[src/rtl/pong_pkg.sv]
// Shared definitions for the pong game logic: FSM state codes, winner encoding
// and speed limits used by game_fsm and any display/ball logic.
package pong_pkg;

    typedef enum logic [2:0] {
        ST_IDLE  = 3'd0,
        ST_SERVE = 3'd1,
        ST_PLAY  = 3'd2,
        ST_POINT = 3'd3,
        ST_OVER  = 3'd4
    } state_t;

    localparam logic [1:0] WIN_NONE  = 2'b00;
    localparam logic [1:0] WIN_LEFT  = 2'b01;
    localparam logic [1:0] WIN_RIGHT = 2'b10;

    localparam logic [2:0] SPEED_MAX = 3'd7;

    function automatic logic [2:0] speed_inc(input logic [2:0] cur);
        return (cur == SPEED_MAX) ? SPEED_MAX : cur + 3'd1;
    endfunction

endpackage

[src/rtl/rise_detect.sv]
// Registered rising-edge detector for a level input. The history register
// resets to 1 so a level already high across reset never yields a pulse.
module rise_detect (
    input  logic clk,
    input  logic reset,
    input  logic in,
    output logic pulse
);

    logic prev;

    always_ff @(posedge clk or posedge reset) begin
        if (reset) begin
            prev  <= 1'b1;
            pulse <= 1'b0;
        end else begin
            prev  <= in;
            pulse <= in & ~prev;
        end
    end

endmodule

[src/rtl/game_fsm.sv]
// Pong match controller: serve countdown, rally speed-up, scoring and game over.
// Every output is a flop updated by the single state machine below.
module game_fsm
    import pong_pkg::*;
#(
    parameter int WIN_SCORE      = 9,
    parameter int SERVE_FRAMES   = 60,
    parameter int HITS_PER_LEVEL = 4
) (
    input  logic       clk,
    input  logic       reset,
    input  logic       frame_tick,
    input  logic       btn_start,
    input  logic       hit,
    input  logic       miss_left,
    input  logic       miss_right,
    output logic [2:0] state,
    output logic       ball_run,
    output logic       ball_reset,
    output logic       serve_dir,
    output logic [3:0] score1,
    output logic [3:0] score2,
    output logic [2:0] speed,
    output logic [1:0] winner
);

    localparam logic [3:0] WIN_LVL = 4'(WIN_SCORE);
    localparam logic [7:0] FRAMES  = 8'(SERVE_FRAMES);
    localparam logic [3:0] HITS    = 4'(HITS_PER_LEVEL);

    state_t     cur;
    logic [7:0] frame_cnt;
    logic [3:0] hit_cnt;
    logic       start_evt;

    rise_detect u_start_edge (
        .clk   (clk),
        .reset (reset),
        .in    (btn_start),
        .pulse (start_evt)
    );

    assign state = cur;

    always_ff @(posedge clk or posedge reset) begin
        if (reset) begin
            cur        <= ST_IDLE;
            ball_run   <= 1'b0;
            ball_reset <= 1'b0;
            serve_dir  <= 1'b0;
            score1     <= 4'd0;
            score2     <= 4'd0;
            speed      <= 3'd0;
            winner     <= WIN_NONE;
            hit_cnt    <= 4'd0;
            frame_cnt  <= 8'd0;
        end else begin
            ball_reset <= 1'b0;
            case (cur)
                ST_IDLE: begin
                    ball_run <= 1'b0;
                    if (start_evt) begin
                        score1     <= 4'd0;
                        score2     <= 4'd0;
                        speed      <= 3'd0;
                        winner     <= WIN_NONE;
                        serve_dir  <= 1'b0;
                        hit_cnt    <= 4'd0;
                        cur        <= ST_SERVE;
                        ball_reset <= 1'b1;
                        frame_cnt  <= FRAMES;
                    end
                end
                ST_SERVE: begin
                    ball_run <= 1'b0;
                    if (frame_tick) begin
                        if (frame_cnt <= 8'd1) begin
                            frame_cnt <= 8'd0;
                            cur       <= ST_PLAY;
                            ball_run  <= 1'b1;
                        end else begin
                            frame_cnt <= frame_cnt - 8'd1;
                        end
                    end
                end
                ST_PLAY: begin
                    ball_run <= 1'b1;
                    // Any miss ends the rally; a simultaneous hit is discarded.
                    if (miss_left || miss_right) begin
                        cur      <= ST_POINT;
                        ball_run <= 1'b0;
                        speed    <= 3'd0;
                        hit_cnt  <= 4'd0;
                        if (miss_right && !miss_left) begin
                            if (score1 < WIN_LVL) score1 <= score1 + 4'd1;
                            serve_dir <= 1'b1;
                        end else if (miss_left && !miss_right) begin
                            if (score2 < WIN_LVL) score2 <= score2 + 4'd1;
                            serve_dir <= 1'b0;
                        end
                    end else if (hit) begin
                        if (hit_cnt + 4'd1 >= HITS) begin
                            hit_cnt <= 4'd0;
                            speed   <= speed_inc(speed);
                        end else begin
                            hit_cnt <= hit_cnt + 4'd1;
                        end
                    end
                end
                ST_POINT: begin
                    ball_run <= 1'b0;
                    speed    <= 3'd0;
                    hit_cnt  <= 4'd0;
                    if (score1 == WIN_LVL || score2 == WIN_LVL) begin
                        cur    <= ST_OVER;
                        winner <= (score1 == WIN_LVL) ? WIN_LEFT : WIN_RIGHT;
                    end else begin
                        cur        <= ST_SERVE;
                        ball_reset <= 1'b1;
                        frame_cnt  <= FRAMES;
                    end
                end
                ST_OVER: begin
                    ball_run <= 1'b0;
                    if (start_evt) cur <= ST_IDLE;
                end
                default: begin
                    cur      <= ST_IDLE;
                    ball_run <= 1'b0;
                end
            endcase
        end
    end

endmodule

[config.mk]
export PLATFORM = sky130hd
export DESIGN_NAME = game_fsm
export DESIGN_NICKNAME = d
export VERILOG_FILES = /design/src/rtl/pong_pkg.sv /design/src/rtl/rise_detect.sv /design/src/rtl/game_fsm.sv
export SDC_FILE = /design/constraint.sdc
export NUM_CORES = 1
export LEC_CHECK = 0
export CORE_MARGIN = 2
export CORE_UTILIZATION = 54
export CTS_CLUSTER_DIAMETER = 30
export DETAILED_ROUTE_END_ITERATION = 12
export HOLD_SLACK_MARGIN = 0.06
export PLACE_DENSITY_LB_ADDON = 0.12
export SLEW_MARGIN = 40
export SYNTH_ARGS = -nofsm -noshare
export SYNTH_HDL_FRONTEND = slang
export SYNTH_SLANG_ARGS = --single-unit
[constraint.sdc]
create_clock -name clk -period 2.05 [get_ports clk]
set_clock_uncertainty 0.1 [all_clocks]
set_input_delay 0.205 -clock clk [delete_from_list [all_inputs] [get_ports clk]]
set_output_delay 0.205 -clock clk [all_outputs]
set_load 0.01 [all_outputs]
==> results of run 1 <==
## where the power goes
group / leakage [nW] / switching [mW] / internal (mW) / total [mW]
Clock: 0.0310 / 0.243 / 0.129 / 0.372
Combinational: 0.547 / 0.290 / 0.239 / 0.530
Sequential: 0.433 / 0.0807 / 0.714 / 0.795
Total: 1.01 / 0.614 / 1.08 / 1.70
## cell families after synthesis
| group | synth area share |
|---|---|
| adders and majority gates | 0.0840 |
| AOI/OAI and AO/OA | 0.196 |
| and+or+nand+nor | 0.218 |
| muxes | 0.0155 |
| DFF | 0.427 |
| xor gates and xnor gates | 0.00453 |
| buffers and inverters | 0.0549 |
## metrics by stage
step                      instance area [µm²]  utilization
after floorplan                          1940            -
after global placement                   2290        0.676
after detailed placement                 2290        0.676
after CTS                                2360        0.695
after global routing                     2360        0.695
final                                    2360        0.695
## metal layers
layer	part of all wire	track usage	vias to the layer above
li1	-	-	815
met1	0.44	0.281	810
met2	0.51	0.400	38
met3	0.037	0.0405	9
met4	0.018	0.0788	0
met5	0	0	-
## synthesized netlist by cell type, types with 2 or more instances
cell | number | share of area
o21ai_0 | 19 | 0.049
nand4_1 | 2 | 0.0065
o22a_1 | 2 | 0.0091
buf_4 | 2 | 0.0078
nor2b_1 | 3 | 0.0097
a31oi_1 | 4 | 0.013
nor3_1 | 6 | 0.016
o2bb2ai_1 | 3 | 0.014
dfrtp_1 | 32 | 0.41
ha_1 | 13 | 0.084
o211ai_1 | 2 | 0.0078
and2_1 | 4 | 0.013
a22o_1 | 4 | 0.018
nand2b_1 | 6 | 0.019
nand3_1 | 8 | 0.021
nand3b_1 | 4 | 0.016
mux2i_1 | 3 | 0.016
nand2_1 | 18 | 0.035
a21o_1 | 2 | 0.0078
inv_1 | 19 | 0.037
nor2_1 | 16 | 0.031
a21oi_1 | 9 | 0.023
## sequential cells by signal, indices dropped and copies added, names as in the netlist
register	flops
score2	4
hit_cnt	4
speed	3
ball_run	1
ball_reset	1
winner	2
u_start_edge.pulse	1
serve_dir	1
state	3
frame_cnt	8
u_start_edge.prev	1
score1	4
## worst max path at each step
stage,from,to,slack (ns),depth (start not counted)
2_1_floorplan,state[2]$_DFFE_PP0P_,frame_cnt[1]$_DFFE_PP0P_,0.31,6
3_3_place_gp,miss_left,score2[0]$_DFFE_PP0P_,0.03,8
3_5_place_dp,miss_left,score2[0]$_DFFE_PP0P_,-0.09,8
4_1_cts,frame_cnt[5]$_DFFE_PP0P_,frame_cnt[7]$_DFFE_PP0P_,0.12,5
5_1_grt,state[1]$_DFFE_PP0P_,speed[0]$_DFFE_PP0P_,0.002,5
6_report,frame_cnt[5]$_DFFE_PP0P_,frame_cnt[7]$_DFFE_PP0P_,0.12,5
## repair_timing
action,CTS,global route
hold buffers,1,0
endpoints found under the hold margin,7,0
buffers inserted,0,0
## final cells by class
| cell class | instances | area [µm²] |
|---|---|---|
| multi-input combinational | 152 | 1000 |
| sequential | 33 | 827 |
| fill | 278 | 1030 |
| timing repair buffer | 37 | 343 |
| clock inverter | 3 | 17.5 |
| clock buffer | 5 | 37.5 |
| tap | 46 | 57.6 |
| inverter | 19 | 71.3 |
==> metrics, run 1 <==
post-synthesis sequential area ratio 0.427; worst hold path class input port to register; Slowest Stage Delay on Critical Path 0.44 ns; DR vias/cell 5.67; WHS Endpoint u_start_edge.prev$_DFF_PP1_; CP cell instances or3_4 -> nor4_4 -> nand2b_1 -> o21ai_0 -> o2bb2ai_1; # DRC 0; # rows 21; die height 63.9 µm; Fin. Hold Viols 0; # diodes 0; crit end category register; crit share post-route 0.940; first-pass GRT wire length roughly 7.4 mm; Starting Density 0.571; Overflow after GRT 0; pin count of the biggest net entering global routing 14; Fin Hold WS 0.183 ns; Worst R2R Start frame_cnt[5]$_DFFE_PP0P_; final worst slack 0.123 ns; pre-CTS setup slack -0.0943 ns; fmax 519 MHz; Seq cells post-synth 33; Pwr Density 720 nW/µm²; Reg2Reg Depth 5; non-filler cells, final 295; Worst Path Max Fanout 7; fraction of layout cells with a size suffix above 1 0.112; drt initial violations 94; Die W 63.9 µm; Most used DFF post-synth dfrtp_1; EDFF count, synth 0; commonest cells after routing, fill and taps aside dfrtp_1, clkdlybuf4s50_1, inv_1, o21ai_0, nand2_1; total power 1.70 mW; drt total wl 4.25 mm; CTS max path bufs 2; final net count roughly 270; core area around 3400 µm²; setup_tns 0 ns; maximum VDD drop 441 µV; Final Wtd Congestion between 0.8 and 0.9; port buffer count 25; post-CTS sizing 0; Final setup violation count 0; Synth Instances 209; FFs w/ async S/R, synth 1.00; DIE AREA approximately 4100 µm²; Hold Crit Start btn_start; yosys warns 0; Leak Pwr 1.01 nW; CP delay by family, top simple AND/OR/NAND/NOR gates; number of global-route vias before repair 1687; setup slack, reg-to-reg 0.12 ns; synth unique cells 50; hold path cells 1; dpl cells 286; Post-Syn Area around 1900 µm²; clock slew at reported path FFs about 0.11 ns; Slew Limit Fails 0; drt wl/cell 14.4 µm; H-Tree Depth 2; syn avg cell area 9.26 µm²; 1st-pass router iterations 4; startpoint types register; post-DP HPWL 3.27 mm; CP max stage cell dfrtp_1; status finished clean; via count between 1500 and 2000; syn nets ~230; CTS Buf Count 5; Arr. time, crit path 2.08 ns; Bufs and invs on worst path 0; Critical Path RT roughly 2.2 ns; area grow syn2layout 21.7%; reg2reg end frame_cnt[7]$_DFFE_PP0P_; post-route ant nets 0; final period demand of the worst path slightly below 2 ns; slew margin rel. 0.634; unrepaired setup endpoints after global routing no; Crit Path Class register to register; Worst-Skew Late Latency between 0.3 and 0.4 ns; commonest non-fill, non-tap cell in the layout dfrtp_1; clock sinks 33; CTS tree done; max cap viols 0; Slew @ Worst Pin 0.544 ns; I/O Pins 26; Tot GR Track Use 0.228; root buffer cell clkbuf_4; initial antenna violation count 0
No activity file was read; power rests on OpenSTA's default activity.
==> inputs of run 2 (changes only) <==
--- a/config.mk
+++ b/config.mk
@@ -5,10 +5,11 @@
 export SDC_FILE = /design/constraint.sdc
 export NUM_CORES = 1
 export LEC_CHECK = 0
-export CORE_MARGIN = 2
+export CORE_MARGIN = 4
 export CORE_UTILIZATION = 54
 export CTS_CLUSTER_DIAMETER = 30
 export DETAILED_ROUTE_END_ITERATION = 12
+export GPL_TIMING_DRIVEN = 0
 export HOLD_SLACK_MARGIN = 0.06
 export PLACE_DENSITY_LB_ADDON = 0.12
 export SLEW_MARGIN = 40
==> run 2 against run 1 <==
  * Worst hold slack got worse by 0.0059 ns
  * Non-clock buffer count decreased by 7
  * Clock power rose by 37%
  * Highest routed layer unchanged
  * Largest power group unchanged
  * Die area grew 13%
  * Critical path depth increased by 1
  * First-iteration DRC count increased by 7.4%
==> metrics, run 2 (synthesized netlist as in run 1, its figures left out) <==
startpoint types register; CTS Buf Count 5 (unchanged); Final Wtd Congestion 0.843 (-5.9%); clock sinks 33 (unchanged); drt wl/cell 14.7 µm (+2.3%); CTS tree done; Worst Path Max Fanout 8 (+1); I/O Pins 26 (unchanged); status finished clean; commonest non-fill, non-tap cell in the layout dfrtp_1; pre-CTS setup slack -0.110 ns (-0.0157 ns); initial antenna violation count 0 (unchanged); slew margin rel. 0.551 (-0.0827); met3 wire len 173 µm (+9.5%); Max Used Layer met4; H-Tree Depth 2 (unchanged); Final setup violation count 0 (unchanged); Slew Limit Fails 0 (unchanged); Tot GR Track Use 0.215 (-0.0131); max FFs per register 8 (unchanged); # DRC 0 (unchanged); commonest cells after routing, fill and taps aside dfrtp_1, clkdlybuf4s50_1, o21ai_0, inv_1, nand2_1; core area 3390 µm² (unchanged); via count 1654 (-1.1%); Util after Layout 0.688 (-0.00664); Fin. Hold Viols 0 (unchanged); drt initial violations 101 (+7.4%); non-filler cells, final 288 (-2.4%); Slew @ Worst Pin 0.673 ns (+0.129 ns); area grow syn2layout 20.6%; DR vias/cell 5.74 (+1.3%); Overflow after GRT 0 (unchanged); Crit Path Class register to register; Leak Pwr 0.990 nW (-2.1%); final worst slack 0.122 ns (-0.000470 ns); post-DP HPWL 3.10 mm (-5.2%); CTS Hold Buffers Added 0 (-1); post-route ant nets 0 (unchanged); fmax 519 MHz (about the same); crit end category register; worst hold path class input port to async pin; die height 67.9 µm (+6.3%); crit share post-route 0.940 (about the same); max cap viols 0 (unchanged); pin count of the biggest net entering global routing 34 (+20); M1 wire length 1.88 mm (+0.48%); CTS max path bufs 2 (unchanged); # rows 21 (unchanged); met2 WL 2.11 mm (-1.7%); final period demand of the worst path 1.93 ns (+0.000470 ns); Largest Register frame_cnt; DIE AREA 4610 µm² (+13%); final net count 261 (-2.6%); number of global-route vias before repair 1672 (-0.89%); Worst-Skew Late Latency 0.34 ns (about the same); root buffer cell clkbuf_4; # diodes 0 (unchanged); Critical Path RT 2.22 ns (+0.02 ns); clock slew at reported path FFs 0.10 ns (about the same); fraction of layout cells with a size suffix above 1 0.0868 (-0.0257); fin area 2330 µm² (-0.96%); placed cell area 2240 µm² (-2.1%); maximum VDD drop 685 µV (+55%); drt total wl 4.25 mm (-0.16%); Pwr Density 780 nW/µm² (+8.3%); first-pass GRT wire length 7.41 mm (+0.75%); Starting Density 0.571 (unchanged); unrepaired setup endpoints after global routing no; dpl cells 280 (-2.1%); Arr. time, crit path 2.10 ns (+0.02 ns); port buffer count 25 (unchanged); Die W 67.9 µm (+6.3%); 1st-pass router iterations 4 (unchanged)
## run 2: changes by cell type in the layout (fill, tap and decap cells not counted), sizes merged
cell         before  now
buf              11    4
clkbuf            5    8
clkinv            2    0
bufinv            0    1
clkinvlp          1    0
dlygate4sd3       1    0
## run 2: report_power, final
part,leakage (nW),switching (mW),internal (mW)
Sequential,0.433,0.0626,0.715
Clock,0.0455,0.218,0.291
Combinational,0.512,0.313,0.220
Total,0.990,0.594,1.23
## run 2: worst paths after layout
kind,startpoint,to,slack [ns],cells after the start
max,state[1]$_DFFE_PP0P_,frame_cnt[1]$_DFFE_PP0P_,0.12,6
min,reset,frame_cnt[1]$_DFFE_PP0P_,0.18,2
max reg2reg,state[1]$_DFFE_PP0P_,frame_cnt[1]$_DFFE_PP0P_,0.12,6
min reg2reg,u_start_edge.prev$_DFF_PP1_,u_start_edge.pulse$_DFF_PP0_,0.40,1
max in group asynchronous,reset,serve_dir$_DFFE_PP0P_,1.23,2
min in group clk,btn_start,u_start_edge.prev$_DFF_PP1_,0.19,1
## run 2: layout make-up
class	count	area, µm²
plain buffers	5	35.0
clock buffers	7	55.1
clock inverters	1	30.0
fillers	270	1060
inverters	19	71.3
multi-input cells	152	1010
flip-flops and latches	33	827
well taps	46	57.6
repair buffers	25	250
## run 2: per-stage QoR
stage	hold slack (ns)	total power, mW	TNS [ns]
final	0.178	1.82	0
after global routing	0.171	1.94	0
after CTS	0.178	1.83	0
after detailed placement	0.381	1.31	-0.419
after global placement	0.368	1.29	-0.0326
after floorplan	0.109	1.16	0
## run 2: critical path, stage by stage (launching register included)
cell and delay, ns:
dfrtp_1 0.41, buf_4 0.17, nor3b_4 0.30, nand2_2 0.17, and3_1 0.28, or3_1 0.35, o21ai_0 0.08
## run 2: layer usage
layer	up-vias	GRT usage
met5	-	0
met4	0	0.107
met3	10	0.0493
met2	34	0.360
met1	809	0.261
li1	801	-
## run 2: timing repair
item                                    in CTS  in global routing
gates resized for setup                      0                  1
buffers inserted                             0                  0
endpoints found under the setup margin       0                  1
==> inputs of run 3 (changes only) <==
--- a/config.mk
+++ b/config.mk
@@ -11,6 +11,7 @@
 export DETAILED_ROUTE_END_ITERATION = 12
 export GPL_TIMING_DRIVEN = 0
 export HOLD_SLACK_MARGIN = 0.06
+export MAX_ROUTING_LAYER = met4
 export PLACE_DENSITY_LB_ADDON = 0.12
 export SLEW_MARGIN = 40
 export SYNTH_ARGS = -nofsm -noshare
==> run 3 against run 2 <==
  * Worst hold slack barely moved
  * Sequential power barely moved
  * Die area did not move
  * Total power barely moved
  * Worst setup slack got worse by 0.0061 ns
  * Flip-flop and latch count did not move
  * Clock power barely moved
  * Sequential share of layout area did not move
  * Global-route usage rose by 0.62 points
  * Critical endpoint unchanged
==> metrics, run 3 (synthesized netlist as in run 1, its figures left out) <==
# rows 21 (unchanged); first-pass GRT wire length 7.41 mm (unchanged); number of global-route vias before repair 1676 (+0.24%); 1st-pass router iterations 4 (unchanged); area grow syn2layout 20.6% (unchanged); # fillers 270 (unchanged); root buffer cell clkbuf_4; max FFs per register 8 (unchanged); initial antenna violation count 0 (unchanged); crit share post-route 0.943 (+0.00297); Crit Path Class register to register; # diodes 0 (unchanged); slew margin rel. 0.551 (about the same); drt initial violations 105 (+4.0%); Pwr Density 780 nW/µm² (about the same); pre-CTS setup slack -0.110 ns (unchanged); CTS Buf Count 5 (unchanged); setup_tns 0 ns (unchanged); Fin. Hold Viols 0 (unchanged); DR vias/cell 5.78 (+0.60%); port buffer count 25 (unchanged); startpoint types register; Worst-Skew Late Latency 0.34 ns (about the same); I/O Pins 26 (unchanged); # DRC 0 (unchanged); max cap viols 0 (unchanged); Leak Pwr 0.990 nW (unchanged); crit end category register; fin area 2330 µm² (unchanged); Starting Density 0.571 (unchanged); H-Tree Depth 2 (unchanged); Critical Path RT 2.22 ns (about the same); commonest cells after routing, fill and taps aside dfrtp_1, clkdlybuf4s50_1, o21ai_0, inv_1, nand2_1; core area 3390 µm² (unchanged); final net count 261 (unchanged); status finished clean; Final setup violation count 0 (unchanged); CTS max path bufs 2 (unchanged); total setup buffers inserted after CTS 0 (unchanged); pin count of the biggest net entering global routing 34 (unchanged); Fin Hold WS 0.177 ns (-0.000314 ns); post-route ant nets 0 (unchanged); commonest non-fill, non-tap cell in the layout dfrtp_1; Slew @ Worst Pin 0.672 ns (-0.000451 ns); die height 67.9 µm (unchanged); worst hold path class input port to async pin; total power 1.82 mW (about the same); clock sinks 33 (unchanged); Largest Register frame_cnt; CTS tree done; placed cell area 2240 µm² (unchanged); drt wl/cell 14.7 µm (about the same); drt total wl 4.25 mm (about the same); final worst slack 0.116 ns (-0.00609 ns); Worst Path Max Fanout 8 (unchanged); Reg2Reg Depth 6 (unchanged); post-DP HPWL 3.10 mm (unchanged); fmax 517 MHz (-0.31%); DIE AREA 4610 µm² (unchanged); maximum VDD drop 686 µV (about the same); Arr. time, crit path 2.10 ns (about the same); Overflow after GRT 0 (unchanged); Tot GR Track Use 0.221 (+0.00618); unrepaired setup endpoints after global routing no; Die W 67.9 µm (unchanged); Slew Limit Fails 0 (unchanged); final period demand of the worst path 1.93 ns (+0.00609 ns); via count 1664 (+0.60%); fraction of layout cells with a size suffix above 1 0.0868 (unchanged); clock slew at reported path FFs 0.10 ns (about the same); Final Wtd Congestion 0.857 (+1.6%)
## run 3: cell counts in the layout (fill, tap and decap cells not counted)
No cell type changed its count.
## run 3: area by class of cell
cell class / count / area (µm²) / share of cell area
Multi-Input combinational cell: 152 / 1010 / 0.432
Sequential cell: 33 / 827 / 0.354
Timing Repair Buffer: 25 / 250 / 0.107
Inverter: 19 / 71.3 / 0.0306
Tap cell: 46 / 57.6 / 0.0247
Clock buffer: 7 / 55.1 / 0.0236
Buffer: 5 / 35.0 / 0.0150
Clock inverter: 1 / 30.0 / 0.0129
## run 3: worst paths after layout
| path | end | slack (ns) | startpoint |
|---|---|---|---|
| max in group asynchronous | serve_dir$_DFFE_PP0P_ | 1.23 | reset |
| min in group clk | u_start_edge.prev$_DFF_PP1_ | 0.19 | btn_start |
| worst max register to register | frame_cnt[1]$_DFFE_PP0P_ | 0.12 | state[1]$_DFFE_PP0P_ |
| worst max-delay path | frame_cnt[1]$_DFFE_PP0P_ | 0.12 | state[1]$_DFFE_PP0P_ |
| worst min-delay path | frame_cnt[1]$_DFFE_PP0P_ | 0.18 | reset |
| worst min register to register | u_start_edge.pulse$_DFF_PP0_ | 0.40 | u_start_edge.prev$_DFF_PP1_ |
## run 3: where the power goes
| part | total [mW] | internal [mW] | switching [mW] | leakage (nW) |
|---|---|---|---|---|
| Clock | 0.510 | 0.291 | 0.219 | 0.0455 |
| Combinational | 0.533 | 0.220 | 0.313 | 0.512 |
| Sequential | 0.777 | 0.715 | 0.0623 | 0.433 |
| Total | 1.82 | 1.23 | 0.594 | 0.990 |
## run 3: worst max-delay path, stage by stage (launching register included)
cell	delay, ns
dfrtp_1	0.41
buf_4	0.17
nor3b_4	0.30
nand2_2	0.17
and3_1	0.27
or3_1	0.35
o21ai_0	0.08
## run 3: stage by stage
stage          utilization  cells
2_1_floorplan            -    209
3_3_place_gp         0.662    280
3_5_place_dp         0.662    280
4_1_cts              0.687    288
5_1_grt              0.688    288
6_report             0.688    288
## run 3: layer usage
metal	part of all wire	track usage	vias to the layer above
met1	0.43	0.263	811
met2	0.50	0.360	41
li1	-	-	800
met4	0.020	0.107	0
met5	0	-	-
met3	0.046	0.0460	12
## run 3: timing repair
item	4_1_cts	5_1_grt
endpoints found under the setup margin	0	1
resized for setup	0	1
hold buffers	0	0
